File: config.mk
export PLATFORM = sky130hd
export DESIGN_NAME = dram_fifo_burst_sched
export DESIGN_NICKNAME = d
export VERILOG_FILES = /design/src/rtl/dram_fifo_burst_sched.sv
export SDC_FILE = /design/constraint.sdc
export NUM_CORES = 1
export LEC_CHECK = 0
export ABC_AREA = 1
export CAP_MARGIN = 20
export CORE_ASPECT_RATIO = 1.2
export CORE_MARGIN = 2
export CORE_UTILIZATION = 62
export CTS_BUF_LIST = sky130_fd_sc_hd__clkbuf_16
export CTS_CLUSTER_SIZE = 25
export DETAILED_ROUTE_END_ITERATION = 6
export GPL_TIMING_DRIVEN = 0
export PLACE_DENSITY = 0.88
export REMOVE_ABC_BUFFERS = 1
export SLEW_MARGIN = 20
export SYNTH_ARGS = -nofsm -noshare
export SYNTH_HDL_FRONTEND = slang
export SYNTH_SLANG_ARGS = --single-unit
File: constraint.sdc
create_clock -name bus_clk -period 6.9 [get_ports bus_clk]
set_input_delay 1.38 -clock bus_clk [delete_from_list [all_inputs] [get_ports bus_clk]]
set_output_delay 1.38 -clock bus_clk [all_outputs]
set_load 0.1 [all_outputs]
File: src/rtl/dram_fifo_burst_sched.sv
// Ring-buffer burst scheduler for a DRAM-backed stream FIFO: one write or read burst outstanding, round-robin on ties.
// Command valid one cycle after a grant from IDLE; valid/addr/len held until ready; partial writes flush after an idle timeout.
module dram_fifo_burst_sched #(
    parameter int ADDR_WIDTH      = 30,
    parameter int FIFO_BASE       = 0,
    parameter int FIFO_SIZE_LOG2  = 24,
    parameter int BEAT_BYTES_LOG2 = 3,
    parameter int BURST_LOG2      = 8,
    parameter int TIMEOUT_CYCLES  = 256,
    localparam int CNT_W          = FIFO_SIZE_LOG2 - BEAT_BYTES_LOG2 + 1
) (
    input  logic                  bus_clk,
    input  logic                  bus_rst_n,
    input  logic                  enable,
    input  logic                  clear,
    input  logic [15:0]           in_occupied,
    input  logic [15:0]           out_space,
    output logic                  wr_cmd_valid,
    input  logic                  wr_cmd_ready,
    output logic [ADDR_WIDTH-1:0] wr_cmd_addr,
    output logic [7:0]            wr_cmd_len,
    input  logic                  wr_done,
    output logic                  rd_cmd_valid,
    input  logic                  rd_cmd_ready,
    output logic [ADDR_WIDTH-1:0] rd_cmd_addr,
    output logic [7:0]            rd_cmd_len,
    input  logic                  rd_beat,
    output logic [CNT_W-1:0]      occupied,
    output logic                  full,
    output logic                  empty,
    output logic                  busy
);
    localparam int PTR_W = CNT_W - 1;
    localparam int LEN_W = BURST_LOG2 + 1;
    localparam int TMR_W = $clog2(TIMEOUT_CYCLES + 1);

    localparam logic [CNT_W-1:0] RING_BEATS  = {1'b1, {PTR_W{1'b0}}};
    localparam logic [LEN_W-1:0] BURST_BEATS = {1'b1, {BURST_LOG2{1'b0}}};
    localparam logic [TMR_W-1:0] TIMEOUT     = TMR_W'(TIMEOUT_CYCLES);

    localparam logic [2:0] S_IDLE     = 3'd0;
    localparam logic [2:0] S_WR_ISSUE = 3'd1;
    localparam logic [2:0] S_WR_RESP  = 3'd2;
    localparam logic [2:0] S_RD_ISSUE = 3'd3;
    localparam logic [2:0] S_RD_DATA  = 3'd4;

    localparam logic GRANT_WR = 1'b0;
    localparam logic GRANT_RD = 1'b1;

    logic [2:0]            state, state_nxt;
    logic [PTR_W-1:0]      wr_ptr, wr_ptr_nxt, rd_ptr, rd_ptr_nxt;
    logic [CNT_W-1:0]      occ_nxt, free_beats;
    logic [TMR_W-1:0]      timer, timer_nxt;
    logic [LEN_W-1:0]      rd_outst, rd_outst_nxt, len_q, len_nxt;
    logic [LEN_W-1:0]      wr_bnd, rd_bnd, wr_l, rd_l;
    logic                  last_grant, last_grant_nxt;
    logic                  wr_vld_nxt, rd_vld_nxt;
    logic [ADDR_WIDTH-1:0] wr_addr_nxt, rd_addr_nxt;
    logic [7:0]            wr_len_nxt, rd_len_nxt;
    logic                  in_partial, wr_elig, rd_elig;

    // Bursts stop at the next burst-aligned boundary, so a ring wrap never splits one.
    assign wr_bnd     = BURST_BEATS - LEN_W'(wr_ptr[BURST_LOG2-1:0]);
    assign rd_bnd     = BURST_BEATS - LEN_W'(rd_ptr[BURST_LOG2-1:0]);
    assign free_beats = RING_BEATS - occupied;

    assign in_partial = (in_occupied != 16'd0) && (32'(in_occupied) < 32'(wr_bnd));
    assign wr_l       = in_partial ? LEN_W'(in_occupied) : wr_bnd;
    assign wr_elig    = (in_partial ? (timer == TIMEOUT) : (in_occupied != 16'd0))
                        && (32'(free_beats) >= 32'(wr_l));

    assign rd_l    = (32'(occupied) >= 32'(rd_bnd)) ? rd_bnd : LEN_W'(occupied);
    assign rd_elig = (occupied != '0) && (32'(out_space) >= 32'(rd_l));

    always_comb begin
        state_nxt      = state;
        wr_ptr_nxt     = wr_ptr;
        rd_ptr_nxt     = rd_ptr;
        occ_nxt        = occupied;
        rd_outst_nxt   = rd_outst;
        len_nxt        = len_q;
        last_grant_nxt = last_grant;
        wr_vld_nxt     = wr_cmd_valid;
        rd_vld_nxt     = rd_cmd_valid;
        wr_addr_nxt    = wr_cmd_addr;
        rd_addr_nxt    = rd_cmd_addr;
        wr_len_nxt     = wr_cmd_len;
        rd_len_nxt     = rd_cmd_len;

        timer_nxt = timer;
        if (in_occupied == 16'd0) begin
            timer_nxt = '0;
        end else if (in_partial && (timer != TIMEOUT)) begin
            timer_nxt = timer + TMR_W'(1);
        end

        case (state)
            S_IDLE: begin
                if (clear) begin
                    wr_ptr_nxt = '0;
                    rd_ptr_nxt = '0;
                    occ_nxt    = '0;
                    timer_nxt  = '0;
                end else if (enable && wr_elig && (!rd_elig || (last_grant == GRANT_RD))) begin
                    state_nxt      = S_WR_ISSUE;
                    len_nxt        = wr_l;
                    last_grant_nxt = GRANT_WR;
                    wr_vld_nxt     = 1'b1;
                    wr_addr_nxt    = ADDR_WIDTH'(FIFO_BASE) + (ADDR_WIDTH'(wr_ptr) << BEAT_BYTES_LOG2);
                    wr_len_nxt     = 8'(wr_l - LEN_W'(1));
                end else if (enable && rd_elig) begin
                    state_nxt      = S_RD_ISSUE;
                    len_nxt        = rd_l;
                    last_grant_nxt = GRANT_RD;
                    rd_vld_nxt     = 1'b1;
                    rd_addr_nxt    = ADDR_WIDTH'(FIFO_BASE) + (ADDR_WIDTH'(rd_ptr) << BEAT_BYTES_LOG2);
                    rd_len_nxt     = 8'(rd_l - LEN_W'(1));
                end
            end
            S_WR_ISSUE: begin
                if (wr_cmd_ready) begin
                    wr_vld_nxt = 1'b0;
                    wr_ptr_nxt = wr_ptr + PTR_W'(len_q);
                    timer_nxt  = '0;
                    state_nxt  = S_WR_RESP;
                end
            end
            S_WR_RESP: begin
                // Data only counts as committed once the write response lands.
                if (wr_done) begin
                    occ_nxt   = occupied + CNT_W'(len_q);
                    state_nxt = S_IDLE;
                end
            end
            S_RD_ISSUE: begin
                if (rd_cmd_ready) begin
                    rd_vld_nxt   = 1'b0;
                    rd_ptr_nxt   = rd_ptr + PTR_W'(len_q);
                    occ_nxt      = occupied - CNT_W'(len_q);
                    rd_outst_nxt = len_q;
                    state_nxt    = S_RD_DATA;
                end
            end
            S_RD_DATA: begin
                if (rd_beat && (rd_outst != '0)) begin
                    rd_outst_nxt = rd_outst - LEN_W'(1);
                    if (rd_outst == LEN_W'(1)) begin
                        state_nxt = S_IDLE;
                    end
                end
            end
            default: state_nxt = S_IDLE;
        endcase
    end

    always_ff @(posedge bus_clk or negedge bus_rst_n) begin
        if (!bus_rst_n) begin
            state        <= S_IDLE;
            wr_ptr       <= '0;
            rd_ptr       <= '0;
            occupied     <= '0;
            timer        <= '0;
            rd_outst     <= '0;
            len_q        <= '0;
            last_grant   <= GRANT_RD;
            wr_cmd_valid <= 1'b0;
            rd_cmd_valid <= 1'b0;
            wr_cmd_addr  <= '0;
            rd_cmd_addr  <= '0;
            wr_cmd_len   <= '0;
            rd_cmd_len   <= '0;
            full         <= 1'b0;
            empty        <= 1'b1;
            busy         <= 1'b0;
        end else begin
            state        <= state_nxt;
            wr_ptr       <= wr_ptr_nxt;
            rd_ptr       <= rd_ptr_nxt;
            occupied     <= occ_nxt;
            timer        <= timer_nxt;
            rd_outst     <= rd_outst_nxt;
            len_q        <= len_nxt;
            last_grant   <= last_grant_nxt;
            wr_cmd_valid <= wr_vld_nxt;
            rd_cmd_valid <= rd_vld_nxt;
            wr_cmd_addr  <= wr_addr_nxt;
            rd_cmd_addr  <= rd_addr_nxt;
            wr_cmd_len   <= wr_len_nxt;
            rd_cmd_len   <= rd_len_nxt;
            full         <= (occ_nxt == RING_BEATS);
            empty        <= (occ_nxt == '0);
            busy         <= (state_nxt != S_IDLE);
        end
    end
endmodule
==> impl_metrics.ini <==
[sta]
slew-limit-headroom = 0.3217
worstMarginPinSlew_ns = 1.014
setup_viol = 0
hold_violations = 0
fmax_mhz = 162.4
rsz0062_at_grt = false
fin_skew_ns = 0.01587
fin_crit_sh = 0.8924
timing.hold.ws_ns = 0.4815
min_period_ns = 6.158
drv_slew = 0

[route]
vias = 11723
routed_wl_um = 34830
viasPerCell = 5.876
drt_iter0_markers = 1244
wl_per_cell_um = 17.46
drc = 0
dr.pass1.iters = 7
antenna_left = 0

[floorplanning]
start_util = 0.6371
die_width_um = 129.2
die-area_um2 = 19930
core-area_um2 = 18310
ios = 143
core.rowCount = 54
dieHeight_um = 154.3

[synthesis]
synthDistinctLibCells = 56
yosysSeqAreaShare = 0.3392
synth_common_cells = nand2_1, inv_1, dfrtp_1
synthCells = 1624
synth_ff_type = dfrtp_1
netlist_top_cells_area = dfrtp_1, nand2_1, ha_1
synth_top_area_cell = dfrtp_1
synth-edff-count = 0
yosys.cell_count.top_type = nand2_1
avgSynthCellArea_um2 = 7.183
yosysWarnings = 0
synth_top_area_frac = 0.3347
synth_area_um2 = 11660
ys_ff_latch = 158
synthArstFlopShare = 1.000

[global_route]
grt_pass1_vias = 11337
grt_usage = 0.3514
grt_pass1_wl_um = 55730
grt_max_degree = 91
grt_overflow = 0
antenna_found_initial = 0

[outcome]
status = finished, final reports clean

[clock_network]
cts_resized = 0
hold_buffers = 0
worstSkewPairLatency_ns = 0.45
post_cts_buffers = 0
cts_tree = built
cts_buffers = 17
clock-root-buffer = clkbuf_16
cts.clk_slew.worst_paths_ns = 0.07
cts_num_sinks = 158
cts_buffer_depth = 2
h-tree-depth = 4

[setup_path]
cp_max_fo = 43
required_ns = 7.21
cp-start-kind = primary input
crit_type = in2reg
crit_arrival_ns = 6.47
endpoint_kind = register

[layout]
diodes = 0
syn2layout_area_growth_pct = 16.79
fin_cells = 1995
final_layout_size_suffix_gt1_frac = 0.05852
layout.nets = 1853
postLayoutCoreUtil = 0.7440
fin_area_um2 = 13620

[place]
numPortBuffers = 124
gp_congestion = 0.9663
dpl.hpwl_um = 25330
dpl_cell_area_um2 = 12950
dp_cells = 1960

[run]
maxCapViolCount = 0

[worst_hold_path]
worstHoldPathType = reg2reg
## layout by cell type (no fill, tap or decap), drive strengths merged, types with 17 or more instances in the layout
cell             n
nor3            37
nor2           155
clkdlybuf4s50  123
a21oi           77
conb            18
dfrtp          156
o21ai          163
nand2          382
clkbuf          17
ha              79
nand4           21
nand3          122
xor2            38
inv            238
## flip-flops by register name (all words and copies together) (netlist names), 3 cells and up
register,cells
rd_outst,9
len_q,9
state,3
wr_cmd_len,8
occupied,22
wr_cmd_addr,21
rd_cmd_addr,21
wr_ptr,21
timer,9
rd_cmd_len,8
rd_ptr,21
## logic make-up after synthesis
kind of cell | synth area share
DFF | 0.3392
AOI/OAI and AO/OA | 0.1454
other | 0.0003215
xor gates and xnor gates | 0.03454
and+or+nand+nor | 0.2820
buffers and inverters | 0.1069
adders and majority gates | 0.09160
## cell type report
type	instances	area (um^2)
multi-input cells	1193	6540
clock inverters	15	210.2
clock buffers	17	425.4
fillers	1440	4687
repair buffers	127	1301
flip-flops and latches	158	3956
inverters	233	874.6
well taps	252	315.3
## routing by layer
metal,global-route usage,vias up,part of all wire
li1,-,5510,-
met1,0.4404,5513,0.40
met4,0.1724,0,0.043
met5,0,-,0
met2,0.5850,568,0.49
met3,0.05949,132,0.074
## critical path, cell delays in order
cell,delay [ns]
clkdlybuf4s50_1,0.47
ha_1,0.34
a21o_1,0.18
nand3_1,0.09
nand2_1,0.06
o21bai_1,0.36
nand2_2,0.28
nand2_1,0.12
nand2_1,0.16
ha_1,0.35
nand2_1,0.05
nor2_1,0.12
o21ai_0,0.10
o211ai_1,0.09
nand3_1,0.09
nand2_1,0.07
nand2_1,0.05
nand3b_1,0.07
nor2_1,0.05
nand3_1,0.07
nand2_1,0.07
nor2_2,0.49
nand2_1,0.48
nand2_2,0.44
buf_12,0.26
o21ai_0,0.13
## worst paths after layout
| path | end | cells after the start | slack, ns | from |
|---|---|---|---|---|
| max reg2reg | rd_cmd_addr[11] | 29 | 0.88 | wr_ptr[1] |
| min | wr_cmd_valid | 2 | 0.48 | wr_cmd_valid |
| max | rd_cmd_addr[11] | 26 | 0.74 | in_occupied[5] |
| min reg2reg | wr_cmd_valid | 2 | 0.48 | wr_cmd_valid |
| max in group asynchronous | last_grant | 2 | 5.15 | bus_rst_n |
| min in group asynchronous | timer[6] | 1 | 0.94 | bus_rst_n |
## per-stage QoR
step                      setup TNS [ns]  setup slack (ns)
after detailed placement         -0.1332           -0.1226
after CTS                              0            0.2784
after floorplan                        0             1.396
final                                  0            0.7425
after global routing                   0            0.2880
after global placement           -302.48            -1.960
Power is not shown: default switching activity piles up to over one toggle a cycle in this logic, so the estimate is an artifact.
